$ cat config.mk
export PLATFORM = sky130hd
export DESIGN_NAME = rx_uart_flat
export DESIGN_NICKNAME = d
export VERILOG_FILES = /design/src/rtl/rx_uart_if.sv /design/src/rtl/rx_uart.sv /design/src/flat_wrapper.sv
export SDC_FILE = /design/constraint.sdc
export NUM_CORES = 1
export LEC_CHECK = 0
export CAP_MARGIN = 20
export CELL_PAD_IN_SITES_DETAIL_PLACEMENT = 0
export CELL_PAD_IN_SITES_GLOBAL_PLACEMENT = 1
export CORE_MARGIN = 2
export CORE_UTILIZATION = 40
export DETAILED_ROUTE_END_ITERATION = 7
export GPL_TIMING_DRIVEN = 0
export PLACE_DENSITY_LB_ADDON = 0.1
export SETUP_SLACK_MARGIN = 0.05
export SLEW_MARGIN = 20
export SYNTH_ARGS = -nofsm -noshare
export SYNTH_HDL_FRONTEND = slang
export SYNTH_SLANG_ARGS = --single-unit
$ cat constraint.sdc
create_clock -name clk -period 2.45 [get_ports clk]
set_input_delay 0.49 -clock clk [delete_from_list [all_inputs] [get_ports clk]]
set_output_delay 0.49 -clock clk [all_outputs]
set_load 0.03 [all_outputs]
$ cat src/rtl/rx_uart_if.sv
// Receive-side bus of the UART receiver: the serial line in, the byte and
// status out, and the consumer read strobe back in.
interface rx_uart_if;
   logic       rx;
   logic       rx_rd;
   logic [7:0] rx_data;
   logic       rx_ready;
   logic       frame_err;
   logic       overrun;

   // The receiver owns the byte/status side and listens to the line and strobe.
   modport master (
      input  rx,
      input  rx_rd,
      output rx_data,
      output rx_ready,
      output frame_err,
      output overrun
   );

   // Line driver / byte consumer side.
   modport slave (
      output rx,
      output rx_rd,
      input  rx_data,
      input  rx_ready,
      input  frame_err,
      input  overrun
   );
endinterface

$ cat src/rtl/rx_uart.sv
// UART receiver, 8N1, LSB first, idle-high line.
// The asynchronous rx line is synchronised, the start bit is confirmed at its
// mid-point, and every data bit and the stop bit are sampled at mid-bit.
// A good byte is held in rx_data behind a ready/read handshake. Framing and
// overrun errors are reported as single-cycle pulses.
module rx_uart #(
   parameter logic [9:0] DIV_CNT  = 10'd867,  // bit period minus 1, in clk cycles
   parameter logic [9:0] HDIV_CNT = 10'd433,  // half bit period minus 1
   parameter logic [3:0] RX_CNT   = 4'h8      // data bits per frame
) (
   input logic       clk,
   input logic       rst,
   rx_uart_if.master bus
);

   typedef enum logic [2:0] {
      IDLE,
      START,
      DATA,
      STOP,
      WAIT_HI
   } state_t;

   state_t     state;
   logic [1:0] sync;
   logic       rx_s;
   logic [9:0] div_cnt;
   logic [3:0] bit_cnt;
   logic [7:0] shreg;
   logic [7:0] rx_data;
   logic       rx_ready;
   logic       frame_err;
   logic       overrun;

   assign rx_s = sync[1];

   // Two-flop synchroniser on the serial line; resets to the idle (high) level.
   always_ff @(posedge clk or posedge rst) begin
      if (rst) begin
         sync <= 2'b11;
      end else begin
         // NOTE: registered state uses non-blocking assignments so every flop
         // samples the values from before the clock edge, never a half-updated one.
         sync <= {sync[0], bus.rx};
      end
   end

   // Frame FSM with the byte hold register, ready handshake and error pulses.
   always_ff @(posedge clk or posedge rst) begin
      if (rst) begin
         state     <= IDLE;
         div_cnt   <= 10'd0;
         bit_cnt   <= 4'd0;
         shreg     <= 8'd0;
         rx_data   <= 8'd0;
         rx_ready  <= 1'b0;
         frame_err <= 1'b0;
         overrun   <= 1'b0;
      end else begin
         frame_err <= 1'b0;
         overrun   <= 1'b0;

         // A read clears ready; a byte completing in this same cycle overrides it below.
         if (bus.rx_rd && rx_ready) begin
            rx_ready <= 1'b0;
         end

         case (state)
            IDLE: begin
               div_cnt <= 10'd0;
               if (!rx_s) begin
                  state <= START;
               end
            end

            START: begin
               if (div_cnt == HDIV_CNT) begin
                  div_cnt <= 10'd0;
                  bit_cnt <= 4'd0;
                  // Line back high at mid start bit is a glitch: drop it silently.
                  state   <= rx_s ? IDLE : DATA;
               end else begin
                  div_cnt <= div_cnt + 10'd1;
               end
            end

            DATA: begin
               if (div_cnt == DIV_CNT) begin
                  div_cnt <= 10'd0;
                  shreg   <= {rx_s, shreg[7:1]};
                  bit_cnt <= bit_cnt + 4'd1;
                  if (bit_cnt == RX_CNT - 4'd1) begin
                     state <= STOP;
                  end
               end else begin
                  div_cnt <= div_cnt + 10'd1;
               end
            end

            STOP: begin
               if (div_cnt == DIV_CNT) begin
                  div_cnt <= 10'd0;
                  if (rx_s) begin
                     // Leaving mid stop bit lets a back-to-back start edge be caught.
                     state <= IDLE;
                     if (!rx_ready || bus.rx_rd) begin
                        rx_data  <= shreg;
                        rx_ready <= 1'b1;
                     end else begin
                        overrun <= 1'b1;
                     end
                  end else begin
                     frame_err <= 1'b1;
                     state     <= WAIT_HI;
                  end
               end else begin
                  div_cnt <= div_cnt + 10'd1;
               end
            end

            WAIT_HI: begin
               // A break or stuck-low line must return high before a new frame.
               div_cnt <= 10'd0;
               if (rx_s) begin
                  state <= IDLE;
               end
            end

            default: begin
               state   <= IDLE;
               div_cnt <= 10'd0;
            end
         endcase
      end
   end

   assign bus.rx_data   = rx_data;
   assign bus.rx_ready  = rx_ready;
   assign bus.frame_err = frame_err;
   assign bus.overrun   = overrun;

endmodule

$ cat src/flat_wrapper.sv
// flat-port wrapper written by rule: the top's interface ports become plain ports
module rx_uart_flat 
#(
   parameter logic [9:0] DIV_CNT  = 10'd867,                                      
   parameter logic [9:0] HDIV_CNT = 10'd433,                            
   parameter logic [3:0] RX_CNT   = 4'h8                            
)
  (clk, rst, bus_rx, bus_rx_rd, bus_rx_data, bus_rx_ready, bus_frame_err, bus_overrun);
  rx_uart_if bus_i ();
  input logic clk;
  input logic rst;
  input wire logic [$bits(bus_i.rx)-1:0] bus_rx;
  input wire logic [$bits(bus_i.rx_rd)-1:0] bus_rx_rd;
  output wire logic [$bits(bus_i.rx_data)-1:0] bus_rx_data;
  output wire logic [$bits(bus_i.rx_ready)-1:0] bus_rx_ready;
  output wire logic [$bits(bus_i.frame_err)-1:0] bus_frame_err;
  output wire logic [$bits(bus_i.overrun)-1:0] bus_overrun;
  assign bus_i.rx = bus_rx;
  assign bus_i.rx_rd = bus_rx_rd;
  assign bus_rx_data = bus_i.rx_data;
  assign bus_rx_ready = bus_i.rx_ready;
  assign bus_frame_err = bus_i.frame_err;
  assign bus_overrun = bus_i.overrun;
  rx_uart #(.DIV_CNT(DIV_CNT), .HDIV_CNT(HDIV_CNT), .RX_CNT(RX_CNT)) u_core (.clk(clk), .rst(rst), .bus(bus_i));
endmodule
After elaboration in Yosys (flattened, before gate mapping)
Index checks and enable logic that the tools add are counted.
{"block": "totals", "regBits": 38, "inputBits": 4, "wordCells": 61}
{"block": "classes", "addsub": 2, "n_eq_ne": 13, "n_mux": 27, "reduce_logical": 10}
{"op": "3-bit two-way mux", "n": 7}
{"op": "10-bit two-way mux", "n": 2}
{"op": "10-bit one-hot mux with 2 select lines", "n": 1}
{"op": "3-bit one-hot mux with 5 select lines", "n": 1}
{"op": "1-bit two-way mux", "n": 12}
{"op": "10-bit by 1-bit adder with 10-bit output (second input constant)", "n": 1}
{"op": "10-bit == test (second input constant)", "n": 1}
{"op": "10-bit by 9-bit == test with 1-bit output (second input constant)", "n": 1}
{"op": "2-bit by 1-bit != test with 1-bit output (second input constant)", "n": 5}
{"op": "4-bit two-way mux", "n": 2}
{"op": "4-bit one-hot mux with 2 select lines", "n": 1}
{"op": "3-bit by 2-bit == test with 1-bit output (second input constant)", "n": 2}
{"op": "6-bit AND reduction", "n": 1}
{"op": "4-bit by 1-bit adder with 4-bit output (second input constant)", "n": 1}
{"op": "4-bit by 3-bit == test with 1-bit output (second input constant)", "n": 1}
{"op": "4-bit AND reduction", "n": 1}
{"op": "3-bit by 1-bit == test with 1-bit output (second input constant)", "n": 1}
{"op": "3-bit == test (second input constant)", "n": 1}
{"op": "3-bit zero test", "n": 1}
{"op": "3-bit AND reduction", "n": 1}
{"op": "2-bit two-way mux", "n": 1}
{"op": "2-bit != test (second input constant)", "n": 1}
{"op": "2-bit AND reduction", "n": 1}
{"op": "2-bit nonzero test", "n": 1}
{"op": "other kinds (4)", "n": 4}

Depth between registers and ports, before layout
Gate-level depths: netlist of the first run.
{"block": "depth", "ltp_word": 6, "mapped_depth": 7, "depth_no_buf": 6}

Worst setup path before layout of the first run
OpenSTA, ideal clock, no wires.
{"block": "synth_path", "path_type": "reg2reg", "from": "reg u_core.state[2]", "to": "reg u_core.shreg[0]", "setup_ns": 0.125, "arrival_ns": 1.779, "t_required_ns": 2.325, "path_slack_ns": 0.547, "path_stages_with_launch": 5, "period_less_slack_ns": 1.903, "path_cell_list": "dfrtp_1 > buf_6 > or3b_4 > nor4_4 > mux2_2"}
{"block": "synth_via", "elab_chain_cells": 2}
{"element": "start: declaration", "line_no": "rx_uart.sv:24", "text": "state_t state;"}
{"element": "start signal: assignment", "line_no": "rx_uart.sv:81", "text": "state <= rx_s ? IDLE : DATA;"}
{"element": "3-bit by 2-bit == test with 1-bit output", "line_no": "rx_uart.sv:68", "text": "case (state)"}
{"element": "2-bit AND reduction (no source line)"}
{"element": "end signal: assignment", "line_no": "rx_uart.sv:90", "text": "shreg <= {rx_s, shreg[7:1]};"}
{"element": "end: declaration", "line_no": "rx_uart.sv:29", "text": "logic [7:0] shreg;"}
Every way passes these cells.
A chain may end at the register's enable or synchronous reset.

Worst setup path in the final report of the first run
{"block": "layout_path", "from": "reg u_core.div_cnt[2]", "to": "reg u_core.shreg[5]"}
{"block": "layout_via", "elab_chain_cells": 2}
{"element": "start: declaration", "line_no": "rx_uart.sv:27", "text": "logic [9:0] div_cnt;"}
{"element": "start signal: assignment", "line_no": "rx_uart.sv:83", "text": "div_cnt <= div_cnt + 10'd1;"}
{"element": "start signal: assignment", "line_no": "rx_uart.sv:96", "text": "div_cnt <= div_cnt + 10'd1;"}
{"element": "start signal: assignment", "line_no": "rx_uart.sv:117", "text": "div_cnt <= div_cnt + 10'd1;"}
{"element": "10-bit == test", "line_no": "rx_uart.sv:88", "text": "if (div_cnt == DIV_CNT) begin"}
{"element": "2-bit AND reduction (no source line)"}
Every way passes these cells.

==> results.md, run 1 <==
- Setup repair bufs after CTS: 0
- Avg Vias per Cell: around 5
- Final hold vios: 0
- TritonCTS Sinks: 38
- Post-Syn Area: 1750 um2
- Hold WC Path Type: reg2reg
- Final HPWL from detailed placement: around 2200 um
- Design area: 2040 um2
- Clock transition at the registers of the reported paths: 70 ps
- Worst Setup Start Kind: flip-flop
- Crit Path Max Fanout: 10
- Beginning of the worst hold path: u_core.sync[0]
- Max Clock Skew: 7.22 ps
- Unique masters post-synth: 39
- First-pass GRT wire length: 5710 um
- Placed instance area: 1950 um2
- H-tree depth: 2
- WP data arrival: about 2300 ps
- Slew @ Worst Pin: 762 ps
- Syn Nets: 158
- Area Overhead vs Synth: 17.0%
- Later-pin clock latency in the skew report: approximately 280 ps
- Normalized max-slew margin: 0.492
- Layout cells sized above 1: 0.197
- WL/cell: 13.7 um
- Final period util: 0.858
- Crit path required time: 2620 ps
- Final core utilization: 0.479
- Synthesized area per cell: between 10 and 15 um2
- Yosys warnings: 0
- Post-synthesis sequential area ratio: 0.546
- Die Span Y: 70.1 um
- Vias in the first global route: 1198
- Antenna viol nets, final: 0
- Leak: 0.926 nW
- VDD IR max: between 0.3 and 0.4 mV
- Post-CTS Hold Buffers: 0
- Resized cells post-CTS: 0
- Worst hold slack: 360 ps
- Core area: 4260 um2
- RSZ-0062 raised after global routing: false
- # fillers: between 400 and 500
- ANT cells: 0
- Worst reg2reg path startpoint: u_core.div_cnt[2]
- Status: finished clean
- Die area: 4910 um2
- Nets@finish: 179
- Min cycle time layout: 2100 ps
- GRT overflow: 0
- Pins Over Slew Limit: 0
- DIE WIDTH: between 70 and 80 um
- Synth Register Bits: 38
- Io pins: 15
- Max cap viols: 0
- Hold depth: 0
- Inst Count DP: 217
- Initial Util: 0.409
- Buffers added on ports: 14
- Setup total negative slack: 0 ps
- Clock buffer depth: 2
- GRT Util Overall: 0.148
- WS Path Type: reg2reg
- Largest net degree at the start of global routing: 39
- # DRC: 0
- Vias: around 1.1k
- CTS tree: built
- Max Fclk: around 480 MHz
- RR Endpoint: u_core.shreg[5]
- Std cell rows: 24
- Reg2Reg Depth: 4
- P per Cell Area: 530 nW/um2
- Total Wirelength: a little over 3000 um
- Root buffer cell: clkbuf_8
- Final std cells w/o fill: ~230
- Endpoints failing setup: 0
- Total CTS buffers: 5
- Cells after synthesis: between 150 and 200
- Worst R2R Setup Slack: 350 ps
- Drt first pass iters: 4
- CP endpoint kind: flip-flop
- Endpoint of the worst hold path: u_core.sync[1]
- Placer's final routability congestion estimate: roughly 0.77
- Initial DRC Count: 67
- Initial antenna violation count: 0
cells in the final DEF, fill, tap and decap left out, drive strengths merged, types with 2 or more instances in the layout:
master,synthesis,routed
nor3,6,6
or3b,2,2
mux2,16,16
nand2b,3,3
nand2,7,7
clkdlybuf4s50,0,14
nand3,5,5
o211ai,3,3
clkbuf,1,8
a21oi,2,2
inv,8,8
or3,2,2
buf,4,4
ha,3,3
dfrtp,36,36
nor2b,3,3
o21a,2,2
nand4bb,2,2
nor2,20,20
o21ai,3,3
dfstp,2,2
xnor2,8,8
per-stage QoR:
step / total power [mW] / setup WS [ps]
floorplan: 0.653 / 547
global placement: 0.661 / 349
detailed placement: 0.662 / 336
CTS: 1.10 / 330
global route: 1.14 / 196
finish: 1.08 / 349
metal layers:
layer | global-route usage | wire (um) | part of all wire | up-vias
li1 | - | - | - | 561
met1 | 0.203 | 1470 | 0.48 | 557
met2 | 0.222 | 1470 | 0.48 | 18
met3 | 0.0433 | 101 | 0.033 | 5
met4 | 0.0577 | 36 | 0.012 | 0
met5 | 0 | 0 | 0 | -
critical path, stage by stage (launching register included):
cell     delay [ps]
dfrtp_1         430
or3b_1          420
buf_6           150
nor4_4          580
mux2_2          410
worst max path at each step:
| stage | startpoint | to | slack (ps) | cells after the start |
|---|---|---|---|---|
| after floorplan | u_core.state[2] | u_core.shreg[0] | 550 | 4 |
| after global placement | rst | u_core.state[0] | 350 | 2 |
| after detailed placement | u_core.div_cnt[2] | u_core.shreg[4] | 340 | 4 |
| after CTS | u_core.div_cnt[2] | u_core.shreg[5] | 330 | 4 |
| after global routing | u_core.div_cnt[0] | u_core.shreg[7] | 200 | 4 |
| final | u_core.div_cnt[2] | u_core.shreg[5] | 350 | 4 |
report_power, final:
group | internal, mW | switching (mW) | leakage, nW
clock | 0.227 | 0.206 | 0.0482
sequential | 0.630 | 0.00186 | 0.509
combinational | 0.00487 | 0.0122 | 0.368
layout make-up:
cell class / count / area [um2] / share of cell area
inverter: 8 / 30.0 / 0.0147
buffer: 5 / 38.8 / 0.0190
clock buffer: 7 / 86.3 / 0.0423
sequential: 38 / 953 / 0.467
clock inverter: 1 / 5.00 / 0.00245
tap: 52 / 65.1 / 0.0319
multi-input combinational: 100 / 723 / 0.354
timing repair buffer: 14 / 140 / 0.0686
cells by family (layout without fill, tap and decap cells):
group                      after synthesis  in the layout  synth area share
DFF                                     38             38             0.546
xor gates and xnor gates                 9              9            0.0452
muxes                                   16             16             0.103
and+or+nand+nor                         56             56             0.181
AOI/OAI and AO/OA                       16             16            0.0638
buffers and inverters                   13             35            0.0394
adders and majority gates                3              3            0.0215
registers in the layout, indices dropped and copies added (netlist names):
register	flops
u_core.bus.frame_err	1
u_core.state	3
u_core.sync	2
u_core.div_cnt	10
u_core.bit_cnt	4
u_core.bus.rx_ready	1
u_core.bus.rx_data	8
u_core.shreg	8
u_core.bus.overrun	1
cells in the mapped netlist:
| cell type | n | area, um2 |
|---|---|---|
| a21oi_1 | 2 | 10.0 |
| or4_1 | 1 | 7.51 |
| nor3b_1 | 1 | 7.51 |
| buf_4 | 1 | 7.51 |
| clkbuf_1 | 1 | 3.75 |
| nand4bb_1 | 2 | 22.5 |
| o2111ai_1 | 1 | 8.76 |
| a21o_1 | 1 | 7.51 |
| nand4_1 | 1 | 6.26 |
| nor4_4 | 1 | 21.3 |
| nand2_2 | 1 | 6.26 |
| nor2b_1 | 3 | 18.8 |
| o32ai_1 | 1 | 8.76 |
| o21ai_0 | 3 | 15.0 |
| dfstp_2 | 2 | 52.6 |
| xor2_1 | 1 | 8.76 |
| o211ai_1 | 3 | 22.5 |
| o31ai_1 | 1 | 7.51 |
| nor2_1 | 20 | 75.1 |
| buf_6 | 2 | 22.5 |
| xnor2_1 | 8 | 70.1 |
| inv_1 | 8 | 30.0 |
| o21a_1 | 2 | 15.0 |
| nand2b_1 | 3 | 18.8 |
| nand3b_1 | 1 | 7.51 |
| ha_1 | 3 | 37.5 |
| o311ai_0 | 1 | 8.76 |
| nand3_1 | 5 | 25.0 |
| buf_2 | 1 | 5.00 |
| nor3_1 | 5 | 25.0 |
| mux2_2 | 16 | 180 |
| nand4b_1 | 1 | 8.76 |
| nand2_1 | 6 | 22.5 |
| dfrtp_1 | 36 | 901 |
| a211oi_1 | 1 | 7.51 |
| or3b_4 | 1 | 11.3 |
| or3_1 | 2 | 12.5 |
| nor3_2 | 1 | 10.0 |
| or3b_1 | 1 | 8.76 |
No activity file was read; power rests on OpenSTA's default activity.
==> inputs of run 2 (changes only) <==
--- a/config.mk
+++ b/config.mk
@@ -10,6 +10,7 @@
 export CELL_PAD_IN_SITES_GLOBAL_PLACEMENT = 1
 export CORE_MARGIN = 2
 export CORE_UTILIZATION = 40
+export CTS_BUF_LIST = sky130_fd_sc_hd__clkbuf_8
 export DETAILED_ROUTE_END_ITERATION = 7
 export GPL_TIMING_DRIVEN = 0
 export PLACE_DENSITY_LB_ADDON = 0.1
==> results.md, run 2 (synthesis gave the netlist of run 1 again) <==
- H-tree depth: 2
- Power share of the clock group: 0.398
- VDD IR max: 0.338 mV
- Worst R2R Setup Slack: 350 ps
- Final HPWL from detailed placement: about 2200 um
- Placed instance area: 1950 um2
- Worst Path Buf+Inv: 1
- Endpoint of the worst hold path: u_core.sync[1]
- Post-placement setup slack: 336 ps
- Beginning of the worst hold path: u_core.sync[0]
- Worst hold slack: 360 ps
- Resized cells post-CTS: 0
- Drt first pass iters: 4
- Max FFs per register: 10
- Largest net degree at the start of global routing: 39
- WS Path Type: reg2reg
- Int Pwr: 0.858 mW
- Layout cells sized above 1: 0.197
- Comb pwr share: 0.016
- Initial DRC Count: 67
- Crit path cell chain: or3b_1 -> buf_6 -> nor4_4 -> mux2_2
- Max Clock Skew: 7.18 ps
- Status: finished clean
- CTS tree: built
- Avg Vias per Cell: 5.07
- Normalized max-slew margin: 0.491
- Initial antenna violation count: 0
- Most flop-heavy register: u_core.div_cnt
- Post-CTS Hold Buffers: 0
- Max Fclk: 476 MHz
- Pins Over Slew Limit: 0
- Setup total negative slack: 0 ps
- Vias: 1141
- GRT Util Overall: 0.148
- Final core utilization: 0.479
- DIE WIDTH: 70.1 um
- Crit Path Max Fanout: 10
- Final period util: 0.857
- RSZ-0062 raised after global routing: false
- RR Endpoint: u_core.shreg[5]
- Sw Share: 0.204
- GRT overflow: 0
- CP endpoint kind: flip-flop
- Placer's final routability congestion estimate: around 0.77
- Root buffer cell: clkbuf_8
- Slew @ Worst Pin: 763 ps
- Endpoints failing setup: 0
- Initial Util: 0.409
- Clock transition at the registers of the reported paths: roughly 70 ps
- Antenna viol nets, final: 0
- WP data arrival: roughly 2300 ps
- Net switching power: about 0.22 mW
- Worst Setup Start Kind: flip-flop
- P per Cell Area: 528 nW/um2
- Final std cells w/o fill: 225
- Hold depth: 0
- Design area: slightly above 2000 um2
- Leak: approximately 0.93 nW
- Later-pin clock latency in the skew report: 280 ps
- ANT cells: 0
- Critical Path Max Stage Delay: 580 ps
- Nets@finish: 179
- Buffers added on ports: 14
- Core area: between 4000 and 5000 um2
- Reg2Reg Depth: 4
- TritonCTS Sinks: 38
- Tot Pwr: roughly 1.1 mW
- Most frequent cells in the layout: dfrtp_1, nor2_1, mux2_2, clkdlybuf4s50_1
- Worst path slowest cell: nor4_4
- # DRC: 0
- Crit path max-delay family: simple AND/OR/NAND/NOR gates
- Total CTS buffers: 5
- Inst Count DP: around 220
- Vias in the first global route: 1198
- Worst reg2reg path startpoint: u_core.div_cnt[2]
- Commonest non-fill, non-tap cell in the layout: dfrtp_1
- WL/cell: 13.6 um
- Die Span Y: between 70 and 80 um
- Min cycle time layout: between 2000 and 2500 ps
- Final WS setup: roughly 350 ps
- Final hold vios: 0
- Total Wirelength: 3070 um
- Hold WC Path Type: reg2reg
- Setup repair bufs after CTS: 0
- Max cap viols: 0
- Biggest regs: u_core.div_cnt (10), u_core.bus.rx_data (8), u_core.shreg (8)
- Area Overhead vs Synth: 17.0%
- Flop pwr share: 0.586
- First-pass GRT wire length: 5710 um
- Io pins: 15
- Std cell rows: 24
- Clock buffer depth: 2
- Die area: 4910 um2
- Crit path required time: 2620 ps
[run 2: routing by layer]
metal / global-route usage / vias to the layer above / part of all wire
met1: 0.203 / 557 / 0.48
met4: 0.0577 / 0 / 0.012
met3: 0.0433 / 5 / 0.033
met2: 0.222 / 18 / 0.48
li1: - / 561 / -
met5: 0 / - / 0
[run 2: cell type report]
| cell class | instances | area [um2] |
|---|---|---|
| sequential | 38 | 953 |
| clock buffer | 6 | 82.6 |
| clock inverter | 2 | 8.76 |
| inverter | 8 | 30.0 |
| buffer | 5 | 38.8 |
| multi-input combinational | 100 | 723 |
| fill | 415 | 2220 |
| tap | 52 | 65.1 |
| timing repair buffer | 14 | 140 |
[run 2: worst max-delay path by stage]
stage,start,end,slack [ps],depth (start not counted)
2_1_floorplan,u_core.state[2],u_core.shreg[0],550,4
3_3_place_gp,rst,u_core.state[0],350,2
3_5_place_dp,u_core.div_cnt[2],u_core.shreg[4],340,4
4_1_cts,u_core.div_cnt[2],u_core.shreg[5],330,4
5_1_grt,u_core.div_cnt[0],u_core.shreg[7],200,4
6_report,u_core.div_cnt[2],u_core.shreg[5],350,4
[run 2: power groups by stage]
stage	combinational, mW	sequential (mW)	clock [mW]
global route	0.0204	0.632	0.485
finish	0.0171	0.632	0.429
detailed placement	0.0185	0.644	0
floorplan	0.00993	0.643	0
global placement	0.0175	0.644	0
CTS	0.0185	0.632	0.449
